**src/rtl/muldiv_unit.sv**
```systemverilog
// muldiv_unit: iterative RV32M multiply/divide unit.
//   Shift-add multiplier and restoring divider, one bit per cycle, sharing a
//   single {hi, lo} working register pair. Signed operands are reduced to
//   magnitudes at accept; the result sign is applied when leaving BUSY.
// Ports:
//   clk, rst          - clock, synchronous active-high reset
//   req_valid/ready   - request handshake; op (funct3), a (rs1), b (rs2)
//   resp_valid/ready  - response handshake; y held stable while resp_valid
module muldiv_unit #(
  parameter int DWIDTH = 32
) (
  input  logic              clk,
  input  logic              rst,
  input  logic              req_valid,
  output logic              req_ready,
  input  logic [2:0]        op,
  input  logic [DWIDTH-1:0] a,
  input  logic [DWIDTH-1:0] b,
  output logic              resp_valid,
  input  logic              resp_ready,
  output logic [DWIDTH-1:0] y
);
  localparam int CW = $clog2(DWIDTH);
  localparam logic [CW-1:0]     LAST    = CW'(DWIDTH - 1);
  localparam logic [DWIDTH-1:0] MIN_NEG = {1'b1, {(DWIDTH-1){1'b0}}};

  typedef enum logic [1:0] {IDLE, BUSY, DONE} state_t;
  state_t state, state_nx;

  logic [2:0]        op_r;
  logic [CW-1:0]     cnt;
  logic [DWIDTH-1:0] hi, lo, m;   // mul: lo=multiplier, m=multiplicand; div: lo=dividend/quotient, hi=remainder, m=divisor
  logic              neg;

  // ---- accept-time decode ----
  logic              a_sgn, b_sgn, sa, sb, div_zero, div_ovf, special, neg_in;
  logic [DWIDTH-1:0] a_mag, b_mag, special_y;

  always_comb begin
    a_sgn     = (op == 3'b001) | (op == 3'b010) | (op == 3'b100) | (op == 3'b110);
    b_sgn     = (op == 3'b001) | (op == 3'b100) | (op == 3'b110);
    sa        = a_sgn & a[DWIDTH-1];
    sb        = b_sgn & b[DWIDTH-1];
    a_mag     = sa ? -a : a;
    b_mag     = sb ? -b : b;
    // REM/REMU (op 11x) take the dividend sign; everything else sign(a)^sign(b)
    neg_in    = (op[2] & op[1]) ? sa : (sa ^ sb);
    div_zero  = op[2] & (b == '0);
    div_ovf   = op[2] & ~op[0] & (a == MIN_NEG) & (b == '1);
    special   = div_zero | div_ovf;
    // op[1] selects remainder among the divide ops
    if (div_zero) special_y = op[1] ? a : '1;
    else          special_y = op[1] ? '0 : a;
  end

  // ---- one iteration ----
  logic [DWIDTH:0]     sum, shifted, diff;
  logic                ge;
  logic [DWIDTH-1:0]   step_hi, step_lo, quo, rem, result;
  logic [2*DWIDTH-1:0] prod;

  always_comb begin
    // multiply: conditionally add, then shift {carry, hi, lo} right by one
    sum     = {1'b0, hi} + (lo[0] ? {1'b0, m} : '0);
    // divide: shift next dividend bit into remainder, trial-subtract divisor
    shifted = {hi, lo[DWIDTH-1]};
    diff    = shifted - {1'b0, m};
    ge      = ~diff[DWIDTH];
    if (op_r[2]) begin
      step_hi = ge ? diff[DWIDTH-1:0] : shifted[DWIDTH-1:0];
      step_lo = {lo[DWIDTH-2:0], ge};
    end else begin
      step_hi = sum[DWIDTH:1];
      step_lo = {sum[0], lo[DWIDTH-1:1]};
    end
    prod = {step_hi, step_lo};
    if (neg) prod = -prod;
    quo  = neg ? -step_lo : step_lo;
    rem  = neg ? -step_hi : step_hi;
    case (op_r)
      3'b000:                 result = prod[DWIDTH-1:0];
      3'b001, 3'b010, 3'b011: result = prod[2*DWIDTH-1:DWIDTH];
      3'b100, 3'b101:         result = quo;
      default:                result = rem;
    endcase
  end

  // ---- FSM ----
  always_comb begin
    state_nx = state;
    case (state)
      IDLE: if (req_valid) state_nx = special ? DONE : BUSY;
      BUSY: if (cnt == LAST) state_nx = DONE;
      DONE: if (resp_ready) state_nx = IDLE;
      default: state_nx = IDLE;
    endcase
  end

  assign req_ready  = (state == IDLE);
  assign resp_valid = (state == DONE);

  always_ff @(posedge clk) begin
    if (rst) begin
      state <= IDLE;
      cnt   <= '0;
      y     <= '0;
      op_r  <= '0;
      hi    <= '0;
      lo    <= '0;
      m     <= '0;
      neg   <= 1'b0;
    end else begin
      state <= state_nx;
      case (state)
        IDLE: begin
          cnt <= '0;
          if (req_valid) begin
            op_r <= op;
            neg  <= neg_in;
            hi   <= '0;
            lo   <= op[2] ? a_mag : b_mag;
            m    <= op[2] ? b_mag : a_mag;
            if (special) y <= special_y;
          end
        end
        BUSY: begin
          hi  <= step_hi;
          lo  <= step_lo;
          cnt <= cnt + 1'b1;
          if (cnt == LAST) y <= result;
        end
        default: ;
      endcase
    end
  end
endmodule
```
**config.mk**
```make
export PLATFORM = sky130hd
export DESIGN_NAME = muldiv_unit
export DESIGN_NICKNAME = d
export VERILOG_FILES = /design/src/rtl/muldiv_unit.sv
export SDC_FILE = /design/constraint.sdc
export NUM_CORES = 1
export LEC_CHECK = 0
export BUFFER_PORTS_ARGS = -buffer_cell sky130_fd_sc_hd__buf_2
export CAP_MARGIN = 30
export CORE_MARGIN = 5
export CORE_UTILIZATION = 25
export DETAILED_ROUTE_END_ITERATION = 12
export PLACE_DENSITY = 0.39
export SYNTH_ARGS = -nofsm -noshare
export SYNTH_HDL_FRONTEND = slang
export SYNTH_SLANG_ARGS = --single-unit
```
**constraint.sdc**
```tcl
create_clock -name clk -period 5.8 [get_ports clk]
set_input_delay 0.58 -clock clk [delete_from_list [all_inputs] [get_ports clk]]
set_output_delay 0.58 -clock clk [all_outputs]
set_load 0.1 [all_outputs]
```
Yosys cells after proc, flatten, opt, wreduce, memory -nomap -nowiden:

Cells that the tools add are included.

* register bits: 139
* output and inout bits: 34
* logic and storage cells: 90

* add/sub/neg operators: 8
* equality and inequality tests: 18
* muxes and demuxes: 30
* bitwise operators: 16
* reduce and logical (&&, ||, !) cells: 10

Operators with widths (count)
* 32-bit two-way mux: 18
* 32-bit case mux with 2 select lines: 3
* 32-bit negator: 4
* 32-bit case mux with 3 select lines: 1
* 32-bit == test, second input constant: 2
* 64-bit two-way mux: 1
* 64-bit negator: 1
* 32-bit by 32-bit adder with 33-bit output: 1
* 33-bit by 32-bit subtractor with 33-bit output: 1
* 32-bit zero test: 1
* 3-bit == test, second input constant: 4
* 5-bit case mux with 2 select lines: 1
* 3-bit by 2-bit == test with 1-bit output, second input constant: 3
* 2-bit two-way mux: 4
* 1-bit bitwise AND: 7
* 3-bit by 1-bit == test with 1-bit output, second input constant: 2
* 1-bit bitwise OR: 6
* 2-bit case mux with 3 select lines: 1
* 5-bit by 1-bit adder with 5-bit output, second input constant: 1
* 5-bit == test, second input constant: 1
* 2-bit by 1-bit inequality test with 1-bit output, second input constant: 2
* 2-bit inequality test, second input constant: 2
* 2-bit AND reduction: 2
* 4-bit AND reduction: 1
* other kinds (11): 12

Longest topological paths before layout:

Gate-level depths: netlist of the first run.

* word-level depth: 9
* depth in mapped cells: 24

Worst setup path after synthesis of the first run:

Ideal clock, no wire load.

* kind: register to register
* from: register lo[31]
* to: register y[30]
* library setup time: 133 ps
* arrival: 4700 ps
* data required time: 5667 ps
* slack: 967 ps
* cell stages (with the launch flop): 23
* clock period less this slack: 4833 ps
* path through: dfxtp_1 > inv_1 > ha_1 > inv_1 > fa_1 > a211oi_1 > o211ai_1 > nand3_1 > a21bo_2 > a21oi_4 > buf_6 > o41a_1 > and2_1 > inv_1 > ha_1 > o311ai_1 > nor3_1 > or3b_4 > or4_1 > o21ai_1 > xnor2_1 > a2111oi_2 > nor4_1

* word-level cells in the longest chain between the ends: 8
* elaborated cells on any way between the ends: 14
* those cells by class: add/sub: 4; mux: 9; bitwise: 1

Ends and longest elaborated chain
* start, declared: RTL line 32 `logic [DWIDTH-1:0] hi, lo, m;`
* start signal, assigned: RTL line 121 `lo <= op[2] ? a_mag : b_mag;`
* start signal, assigned: RTL line 128 `lo <= step_lo;`
* 33-bit by 32-bit subtractor with 33-bit output: RTL line 67 `diff = shifted - {1'b0, m};`
* 32-bit two-way mux or 1-bit NOT (tied branches): RTL line 70, 68
* 32-bit two-way mux: RTL line 69 `if (op_r[2]) begin`
* 64-bit negator (tied with other cells): RTL line 77 `if (neg) prod = -prod;`
* 64-bit two-way mux (tied with other cells): RTL line 77
* 32-bit case mux with 3 select lines (*): RTL line 80 `case (op_r)`
* 32-bit two-way mux (*): RTL line 130 `if (cnt == LAST) y <= result;`
* 32-bit case mux with 2 select lines (*): RTL line 114 `case (state)`
* end signal, assigned: RTL line 123 `if (special) y <= special_y;`
* end signal, assigned: RTL line 130
* end, declared: RTL line 21 `output logic [DWIDTH-1:0] y`

Mark *: on every way between the ends. The rest lies on a longest branch, timed or not. The select of a mux whose other input is x is not followed.
A chain may end at the register's enable or synchronous reset.

Worst setup path in the final report of the first run:

Ends and elaborated chain as after synthesis.

==> results of run 1 <==
[flip-flops by register name, summed over array words and instances (netlist names)]
signal	count
hi	32
lo	32
m	32
y	32
cnt	5
op_r	3
state	2
neg	1
[area by class of cell]
| class | count | area (sq um) | share of cell area |
|---|---|---|---|
| Tap cell | 846 | 1060 | 0.0587 |
| Clock buffer | 20 | 478 | 0.0265 |
| Multi-Input combinational cell | 1928 | 12200 | 0.678 |
| Timing Repair Buffer | 185 | 1160 | 0.0642 |
| Clock inverter | 11 | 92.6 | 0.00513 |
| Inverter | 62 | 233 | 0.0129 |
| Sequential cell | 139 | 2790 | 0.155 |
[final timing paths]
check,from,to,slack [ps],cells after the start
setup / recovery,lo[31]$_SDFFE_PP0P_,y[30]$_SDFFE_PP0P_,250,21
hold / removal,rst,y[27]$_SDFFE_PP0P_,310,2
setup reg to reg,lo[31]$_SDFFE_PP0P_,y[30]$_SDFFE_PP0P_,250,21
hold reg to reg,y[7]$_SDFFE_PP0P_,y[7]$_SDFFE_PP0P_,460,2
[timing repair]
item | CTS | global route
gates resized for setup | 0 | 6
endpoints found under the setup margin | 0 | 10
buffers inserted | 0 | 1
[through the flow]
step	instances	setup slack, ps
final	3191	251
after global routing	3191	9.69
after CTS	3188	69.4
after detailed placement	3157	94.2
after global placement	3154	185
after floorplan	2282	967
[synth_stat cells, types with 23 or more instances]
master | count | area, sq um
o21ai_0 | 140 | 701
dfxtp_1 | 139 | 2780
ha_1 | 71 | 888
a31oi_1 | 54 | 338
or3_1 | 24 | 150
clkbuf_1 | 116 | 435
nor2_1 | 261 | 980
xor2_1 | 75 | 657
o31ai_1 | 26 | 195
inv_1 | 60 | 225
xnor2_1 | 99 | 867
and2_1 | 46 | 288
a21o_1 | 23 | 173
nand4_1 | 34 | 213
nand3_1 | 49 | 245
a21oi_1 | 220 | 1100
o211ai_1 | 69 | 518
nor3_1 | 51 | 255
a211oi_1 | 36 | 270
buf_1 | 23 | 86.3
mux2i_1 | 30 | 300
nand2_1 | 262 | 983
[cells by family (layout without fill, tap and decap cells)]
family | count (synthesis) | after routing | share of synthesized area
compound gates | 764 | 764 | 0.316
xor+xnor | 174 | 174 | 0.0966
fa+ha+maj | 93 | 93 | 0.0715
buf+inv | 215 | 278 | 0.0530
flops | 139 | 139 | 0.176
mux | 47 | 47 | 0.0312
simple gates | 850 | 850 | 0.255
[routing by layer]
layer	vias up	global-route usage
li1	8435	-
met1	8569	0.310
met2	592	0.349
met3	100	0.0403
met4	0	0.0879
met5	-	0
[power breakdown]
group | total [mW] | internal (mW) | switching [mW] | leakage [nW]
Sequential | 1.14 | 1.04 | 0.102 | 1.14
Clock | 1.13 | 0.629 | 0.506 | 0.283
Combinational | 2.44 | 0.755 | 1.69 | 5.40
==> qor.txt, run 1 <==
vias in the first global route: 16,800
Placed Area: 17,400 sq um
vias: 17,700
Synth Area per Inst: 6.92 sq um
die height: 261 microns
nets: 2,477
minimum clock period: 5550 ps
fin. max-slew vios: 0
Port Buf Inserts: 104
Slowest-stage cell, CP: a21oi_4
clock buffer depth: 2
Max-Cap Viols: 0
# diodes: 0
root buffer cell: clkbuf_16
CTS tree: done
CTS Sinks: 139
wire per inst: 24.6 microns
Largest delay share family, worst path: compound AO/OA/AOI/OAI gates
DR top layer: met4
clk_lat worst skew: 510 ps
final cell utilization of the core: 0.287
status: completed
Hold WC Path Type: in -> reg
Post-Route WL: 78,600 microns
Initial Util: 0.251
most frequent cells in the layout: 261 x nand2_1, 261 x nor2_1, 219 x a21oi_1
routed length on met2: 34,900 microns
Placer Congestion: 0.946
# DRC: 0
Core Box Area: 62,900 sq um
hold buffer count at cts: 0
H-tree Lvls: 4
initial antenna violation count: 3
die area: 68,300 sq um
Rel. slew slack: 0.171
critical path's largest stage delay: 500 ps
Worst Tran Pin Value: 1240 ps
Final Instance Area: 18,000 sq um
worst clock skew: 11.9 ps
Synth Warn #: 0
CP required: 6190 ps
register area share after synthesis: 0.176
Final setup viols: 0
worst setup path category: reg -> reg
first-pass GRT wire length: 115,000 microns
metal3 WL: 4160 microns
layout cell share with drive strength beyond 1: 0.123
cell mode on critical path: inv_1
Setup crit end kind: flop
Mapped Nets: 2,426
Fin. Hold Viols: 0
Final Power: 4.72 mW
Synth Cell Area: 15,800 sq um
Filler Cells Inserted: 7,060
worst-path cell chain: inv_1, ha_1, inv_1, fa_1, a211oi_1, o211ai_1, nand3_1, a21bo_2, a21oi_4, o41a_1, nand2_1, inv_1, ha_1, o311ai_1, nor3_1, or3b_4, or4_1, o21ai_1, xnor2_1, a2111oi_2, nor4_1
LEAKAGE: 6.82 nW
Critical Path Start Type: flop
cells after synthesis: 2,282
drt first-iter violations: 1,831
period utilization: 0.957
post-route ant nets: 0
FFs w/ async S/R, synth: 0
largest net degree at the start of global routing: 102
Hold WS: 312 ps
CP max FO: 15
Buf/Inv on CP: 3
post-synthesis cell type count: 104
Worst EP arrival: 5940 ps
Peak VDD IR: 0.262 mV
RSZ-0062 raised after global routing: false
vias per cell: 5.55
area grow syn2layout: 14.3%
CTS buffer count: 17
Std-Cell Rows: 92
DR pass1 iterations: 6
Die W: 261 microns
gr usage total: 0.225
Detailed Place HPWL: 62,200 microns
grt ovf: 0
setup TNS: 0 ps
Pwr Density: 262 nW/um^2
I/O pin count: 105
Most used DFF post-synth: dfxtp_1
FF+latch count, synth: 139
Max Fclk: 180 MHz
wl on met1: 36,400 microns
number of flops mapped to enable cells by yosys: 0
Clock Pin Slew Worst Setup and Hold Paths: 70 ps
Note: power is estimated with default switching activity, not from simulation.
==> run 2, diff against run 1 <==
Settings changed: CELL_PAD_IN_SITES_DETAIL_PLACEMENT set to 0, CELL_PAD_IN_SITES_GLOBAL_PLACEMENT set to 2, PLACE_DENSITY 0.39 to 0.6.
==> run 2 against run 1 <==
Effect of this change:
- via count down 0.14%
- critical path depth unchanged
- power up 2.1%
- clock skew up 9.1 ps
- combinational power about the same
- utilization up 0.11 points
- clock power up 7%
==> qor.txt, run 2 (synthesized netlist as in run 1, its figures left out) <==
Core Box Area: 62,900 sq um (unchanged)
I/O pin count: 105 (unchanged)
first-pass GRT wire length: 117,000 microns (+2.2%)
worst-path cell chain: inv_1, ha_1, inv_1, fa_1, a211oi_1, o211ai_1, nand3_1, a21bo_2, a21oi_4, o41a_1, and2_1, inv_1, ha_1, o311ai_1, nor3_1, or3b_4, or4_1, o21ai_1, xnor2_1, a2111oi_2, nor4_1
Peak VDD IR: 0.236 mV (-9.9%)
Worst EP arrival: 5820 ps (-120 ps)
most frequent cells in the layout: 261 x nand2_1, 260 x nor2_1, 219 x a21oi_1
die area: 68,300 sq um (unchanged)
status: completed
Worst Tran Pin Value: 1110 ps (-124 ps)
largest net degree at the start of global routing: 107 (+4.9%)
clk_lat worst skew: 510 ps (about the same)
# DRC: 0 (unchanged)
Rel. slew slack: 0.250 (+0.0796)
r2r startpoint: lo[31]$_SDFFE_PP0P_
layout cell share with drive strength beyond 1: 0.125 (+0.00218)
total setup buffers inserted after CTS: 0 (unchanged)
worst clock skew: 20.9 ps (+9.09 ps)
CP Launch Point: lo[31]$_SDFFE_PP0P_
vias: 17,700 (-0.14%)
Initial Util: 0.251 (unchanged)
LEAKAGE: 6.87 nW (+0.69%)
CP required: 6160 ps (-30 ps)
period utilization: 0.942 (-0.0151)
post-route ant nets: 0 (unchanged)
H-tree Lvls: 4 (unchanged)
Critical Path Start Type: flop
Clock Pin Slew Worst Setup and Hold Paths: 80 ps (about the same)
Slowest-stage cell, CP: or4_1
fin. max-slew vios: 0 (unchanged)
CP max FO: 15 (unchanged)
setup TNS: 0 ps (unchanged)
DR pass1 iterations: 5 (-1)
# diodes: 0 (unchanged)
Detailed Place HPWL: 63,400 microns (+1.9%)
Std-Cell Rows: 92 (unchanged)
vias per cell: 5.53 (-0.36%)
initial antenna violation count: 6 (+3)
Post-Route WL: 80,200 microns (+2.1%)
gr usage total: 0.230 (+0.00529)
clock buffer depth: 2 (unchanged)
Max-Cap Viols: 0 (unchanged)
area grow syn2layout: 14.7%
Final Power: 4.81 mW (+2.1%)
Placer Congestion: 0.921 (-2.6%)
RR Endpoint: y[30]$_SDFFE_PP0P_
Die W: 261 microns (unchanged)
die height: 261 microns (unchanged)
wire per inst: 25.1 microns (+1.9%)
CTS Sinks: 139 (unchanged)
Filler Cells Inserted: 7,133 (+1.0%)
vias in the first global route: 17,000 (+1.5%)
root buffer cell: clkbuf_16
path depth of the worst reg2reg path: 21 (unchanged)
nets: 2,483 (+0.24%)
CTS tree: done
Critical Path Sink: y[30]$_SDFFE_PP0P_
drt first-iter violations: 1,599 (-13%)
Max Fclk: 183 MHz (+1.6%)
minimum clock period: 5460 ps (-87.5 ps)
CTS buffer count: 17 (unchanged)
Final setup viols: 0 (unchanged)
critical path's largest stage delay: 480 ps (-20 ps)
Hold WC Path Type: in -> reg
Pwr Density: 266 nW/um^2 (+1.7%)
grt ovf: 0 (unchanged)
r2r setup slk: 340 ps (+90 ps)
most common cell after layout, fill and taps aside: nand2_1
Setup crit end kind: flop
Port Buf Inserts: 104 (unchanged)
Fin. Hold Viols: 0 (unchanged)
RSZ-0062 raised after global routing: false
worst setup path category: reg -> reg
cell mode on critical path: inv_1
-- run 2: cell types whose count changed in the layout (fill, tap and decap cells not counted), moves of 2 or more --
| cell | change |
|---|---|
| nor2_2 | +2 |
| buf_4 | +5 |
| buf_2 | +2 |
| clkinv_2 | -3 |
| clkinv_4 | +3 |
| bufinv_16 | +2 |
-- run 2: worst max-delay path: cells and delay by family, from the launching register on --
family          cells  cell delay, ps
buf+inv             3             320
fa+ha+maj           3             850
flops               1             330
compound gates      8            2070
xor+xnor            1             110
simple gates        6            1630
-- run 2: layout make-up --
cell class	instances	area, sq um	share of cell area
clock buffers	19	453	0.0250
multi-input cells	1928	12200	0.675
clock inverters	13	165	0.00912
repair buffers	191	1190	0.0658
flip-flops and latches	139	2790	0.154
inverters	62	233	0.0129
well taps	846	1060	0.0585
-- run 2: how the worst min path moves through the flow --
stage	startpoint	end	slack, ps	cells after the start
2_1_floorplan	m[14]$_SDFFE_PP0P_	m[14]$_SDFFE_PP0P_	440	2
3_3_place_gp	y[4]$_SDFFE_PP0P_	y[4]$_SDFFE_PP0P_	450	2
3_5_place_dp	y[10]$_SDFFE_PP0P_	y[10]$_SDFFE_PP0P_	440	2
4_1_cts	op[0]	op_r[0]$_SDFFE_PP0P_	350	3
5_1_grt	resp_ready	state[1]$_SDFFE_PP0P_	410	3
6_report	op[0]	op_r[0]$_SDFFE_PP0P_	390	3
-- run 2: stage by stage --
step / hold WS, ps / std cells / utilization / area [sq um] / worst slack (ps)
finish: 391 / 3198 / 0.288 / 18100 / 338
global placement: 446 / 3158 / 0.277 / 17400 / 93.8
detailed placement: 444 / 3164 / 0.278 / 17400 / 42.1
CTS: 350 / 3196 / 0.287 / 18100 / 240
global route: 406 / 3198 / 0.288 / 18100 / 0.725
floorplan: 440 / 2282 / - / 15800 / 967
-- run 2: power breakdown --
group	switching, mW	leakage (nW)	internal, mW
clock network	0.515	0.304	0.700
logic	1.70	5.43	0.765
registers	0.102	1.14	1.04
-- run 2: per-layer routing --
| layer | GRT usage | vias up | part of all wire |
|---|---|---|---|
| met2 | 0.378 | 479 | 0.47 |
| met5 | 0 | - | 0.00010 |
| met4 | 0.0740 | 2 | 0.031 |
| met1 | 0.317 | 8634 | 0.46 |
| li1 | - | 8470 | - |
| met3 | 0.0235 | 86 | 0.038 |
-- run 2: what timing repair did --
action                     in CTS  in global routing
gates resized for setup         1                  1
pin swaps                       0                  0
gates cloned                    0                  0
setup endpoints to repair       1                  1
hold buffers                    0                  0
==> run 3, diff against run 2 <==
Settings changed: ABC_AREA set to 1, PLACE_DENSITY 0.6 to 0.65.
==> run 3 against run 2 <==
Effect of this change:
- first-iteration DRC count rose by 11%
- register-to-register slack improved by 280 ps
- highest routed layer is now met4
- non-clock buffer count fell by 37
- sequential power rose by 21%
- area after synthesis rose by 11%
- combinational power rose to 2.8 times the previous value
- via count rose by 19%
==> qor.txt, run 3 <==
status: completed
Synth top cells by count: 949 x nand2_1, 462 x inv_1, 322 x nor2_1, 249 x nand3_1, 200 x o21ai_0
Placed Area: 19,000 sq um (+9.2%)
Final Instance Area: 19,600 sq um (+8.3%)
most common cell in the synthesized netlist: nand2_1
root buffer cell: clkbuf_16
clk_lat worst skew: 500 ps (about the same)
Synth Area per Inst: 5.50 sq um (-20%)
CP required: 6130 ps (-30 ps)
top cell type's share of synthesized area: 0.204 (+0.0273)
vias per cell: 5.01 (-9.3%)
Post-Route WL: 95,500 microns (+19%)
area grow syn2layout: 12.1%
most common cell after layout, fill and taps aside: nand2_1
Worst EP arrival: 5510 ps (-310 ps)
Synth Cell Area: 17,500 sq um (+11%)
cells after synthesis: 3,180 (+39%)
grt ovf: 0 (unchanged)
Rel. slew slack: 0.341 (+0.0908)
Std-Cell Rows: 97 (+5.4%)
Final Power: 9.30 mW (+93%)
routed length on met2: 43,100 microns (+15%)
layout cell share with drive strength beyond 1: 0.0983 (-0.0272)
# diodes: 0 (unchanged)
ranking of synthesized cells by area: nand2_1 20%, dfxtp_1 16%, inv_1 9.9%
LEAKAGE: 10.0 nW (+46%)
RSZ-0062 raised after global routing: false
Worst Tran Pin Value: 982 ps (-131 ps)
clock buffer depth: 2 (unchanged)
Detailed Place HPWL: 78,000 microns (+23%)
wire per inst: 22.8 microns (-9.1%)
vias in the first global route: 20,000 (+17%)
CP max FO: 11 (-4)
Die W: 275 microns (+5.1%)
CTS tree: done
# DRC: 0 (unchanged)
fin. max-slew vios: 0 (unchanged)
post-route ant nets: 0 (unchanged)
Clock Pin Slew Worst Setup and Hold Paths: 80 ps (about the same)
Fin. Hold Viols: 0 (unchanged)
Initial Util: 0.251 (about the same)
CTS buffer count: 17 (unchanged)
DR pass1 iterations: 7 (+2)
total setup buffers inserted after CTS: 0 (unchanged)
vias: 21,000 (+19%)
final cell utilization of the core: 0.281 (-0.00653)
Pwr Density: 474 nW/um^2 (+78%)
DR top layer: met4
Critical Path Start Type: flop
die height: 275 microns (+5.1%)
Max Fclk: 193 MHz (+5.3%)
Peak VDD IR: 0.413 mV (+75%)
Max-Cap Viols: 0 (unchanged)
Port Buf Inserts: 104 (unchanged)
FFs w/ async S/R, synth: 0 (unchanged)
Placer Congestion: 0.938 (+1.8%)
Core Box Area: 69,700 sq um (+11%)
worst clock skew: 18.9 ps (-2.03 ps)
cell mode on critical path: nand2_1
initial antenna violation count: 0 (-6)
dominant cell type by area after synthesis: nand2_1
gr usage total: 0.247 (+0.0170)
FF+latch count, synth: 139 (unchanged)
Mapped Nets: 3,324 (+37%)
minimum clock period: 5190 ps (-277 ps)
hold buffer count at cts: 0 (unchanged)
first-pass GRT wire length: 137,000 microns (+17%)
Synth Warn #: 0 (unchanged)
register area share after synthesis: 0.159 (-0.0173)
Slowest-stage cell, CP: dfxtp_1
drt first-iter violations: 1,770 (+11%)
critical path's largest stage delay: 520 ps (+40 ps)
I/O pin count: 105 (unchanged)
final std cells w/o fill: 4,186 (+31%)
period utilization: 0.894 (-0.0477)
H-tree Lvls: 4 (unchanged)
metal3 WL: 4780 microns (+58%)
CTS Sinks: 139 (unchanged)
largest net degree at the start of global routing: 58 (-46%)
setup TNS: 0 ps (unchanged)
post-synthesis cell type count: 60 (-42%)
Most used DFF post-synth: dfxtp_1
Cells after DPL: 4,154 (+31%)
worst setup path category: reg -> reg
nets: 3,377 (+36%)
Hold WC Path Type: reg -> reg
die area: 75,400 sq um (+10%)
Setup crit end kind: flop
number of flops mapped to enable cells by yosys: 0 (unchanged)
Resized Gates After CTS: 0 (-1)
wl on met1: 43,600 microns (+17%)
most frequent cells in the layout: 948 x nand2_1, 461 x inv_1, 317 x nor2_1
Final setup viols: 0 (unchanged)
run 3: through the flow:
step / worst slack, ps / hold WS (ps)
3_3_place_gp: 855 / 445
3_5_place_dp: 751 / 456
5_1_grt: 242 / 469
2_1_floorplan: 1850 / 441
6_report: 615 / 468
4_1_cts: 721 / 446
run 3: metal layers:
| metal | GRT usage | up-vias |
|---|---|---|
| li1 | - | 10300 |
| met1 | 0.332 | 9851 |
| met2 | 0.402 | 683 |
| met3 | 0.0328 | 94 |
| met4 | 0.0940 | 0 |
| met5 | 0 | - |
run 3: power breakdown:
part	switching, mW	internal (mW)	total [mW]	leakage, nW
logic	5.08	1.70	6.77	8.61
clock network	0.563	0.575	1.14	0.280
registers	0.211	1.17	1.38	1.14
run 3: logic make-up after synthesis:
family                     count (synthesis)  synth area share
AOI/OAI and AO/OA                        564             0.186
xor gates and xnor gates                  93            0.0466
adders and majority gates                 73            0.0531
buffers and inverters                    589             0.132
DFF                                      139             0.159
and+or+nand+nor                         1722             0.423
run 3: worst max-delay path, delay by kind of cell (launching register included):
kind	cells	cell delay (ps)
simple gates	18	2490
compound gates	5	1010
fa+ha+maj	2	530
flops	1	520
buf+inv	4	440
run 3: cell type report:
| class | count | area [sq um] |
|---|---|---|
| clock inverters | 14 | 125 |
| clock buffers | 18 | 439 |
| repair buffers | 154 | 891 |
| well taps | 940 | 1180 |
| multi-input cells | 2452 | 12400 |
| fillers | 8222 | 50100 |
| inverters | 469 | 1760 |
| flip-flops and latches | 139 | 2790 |
run 3: worst paths after layout:
path | startpoint | cells past startpoint | slack (ps) | end
hold / removal | cnt[4]$_SDFFE_PP0P_ | 2 | 470 | cnt[4]$_SDFFE_PP0P_
setup / recovery | m[11]$_SDFFE_PP0P_ | 29 | 610 | y[0]$_SDFFE_PP0P_
hold reg to reg | cnt[4]$_SDFFE_PP0P_ | 2 | 470 | cnt[4]$_SDFFE_PP0P_
setup reg to reg | m[11]$_SDFFE_PP0P_ | 29 | 610 | y[0]$_SDFFE_PP0P_
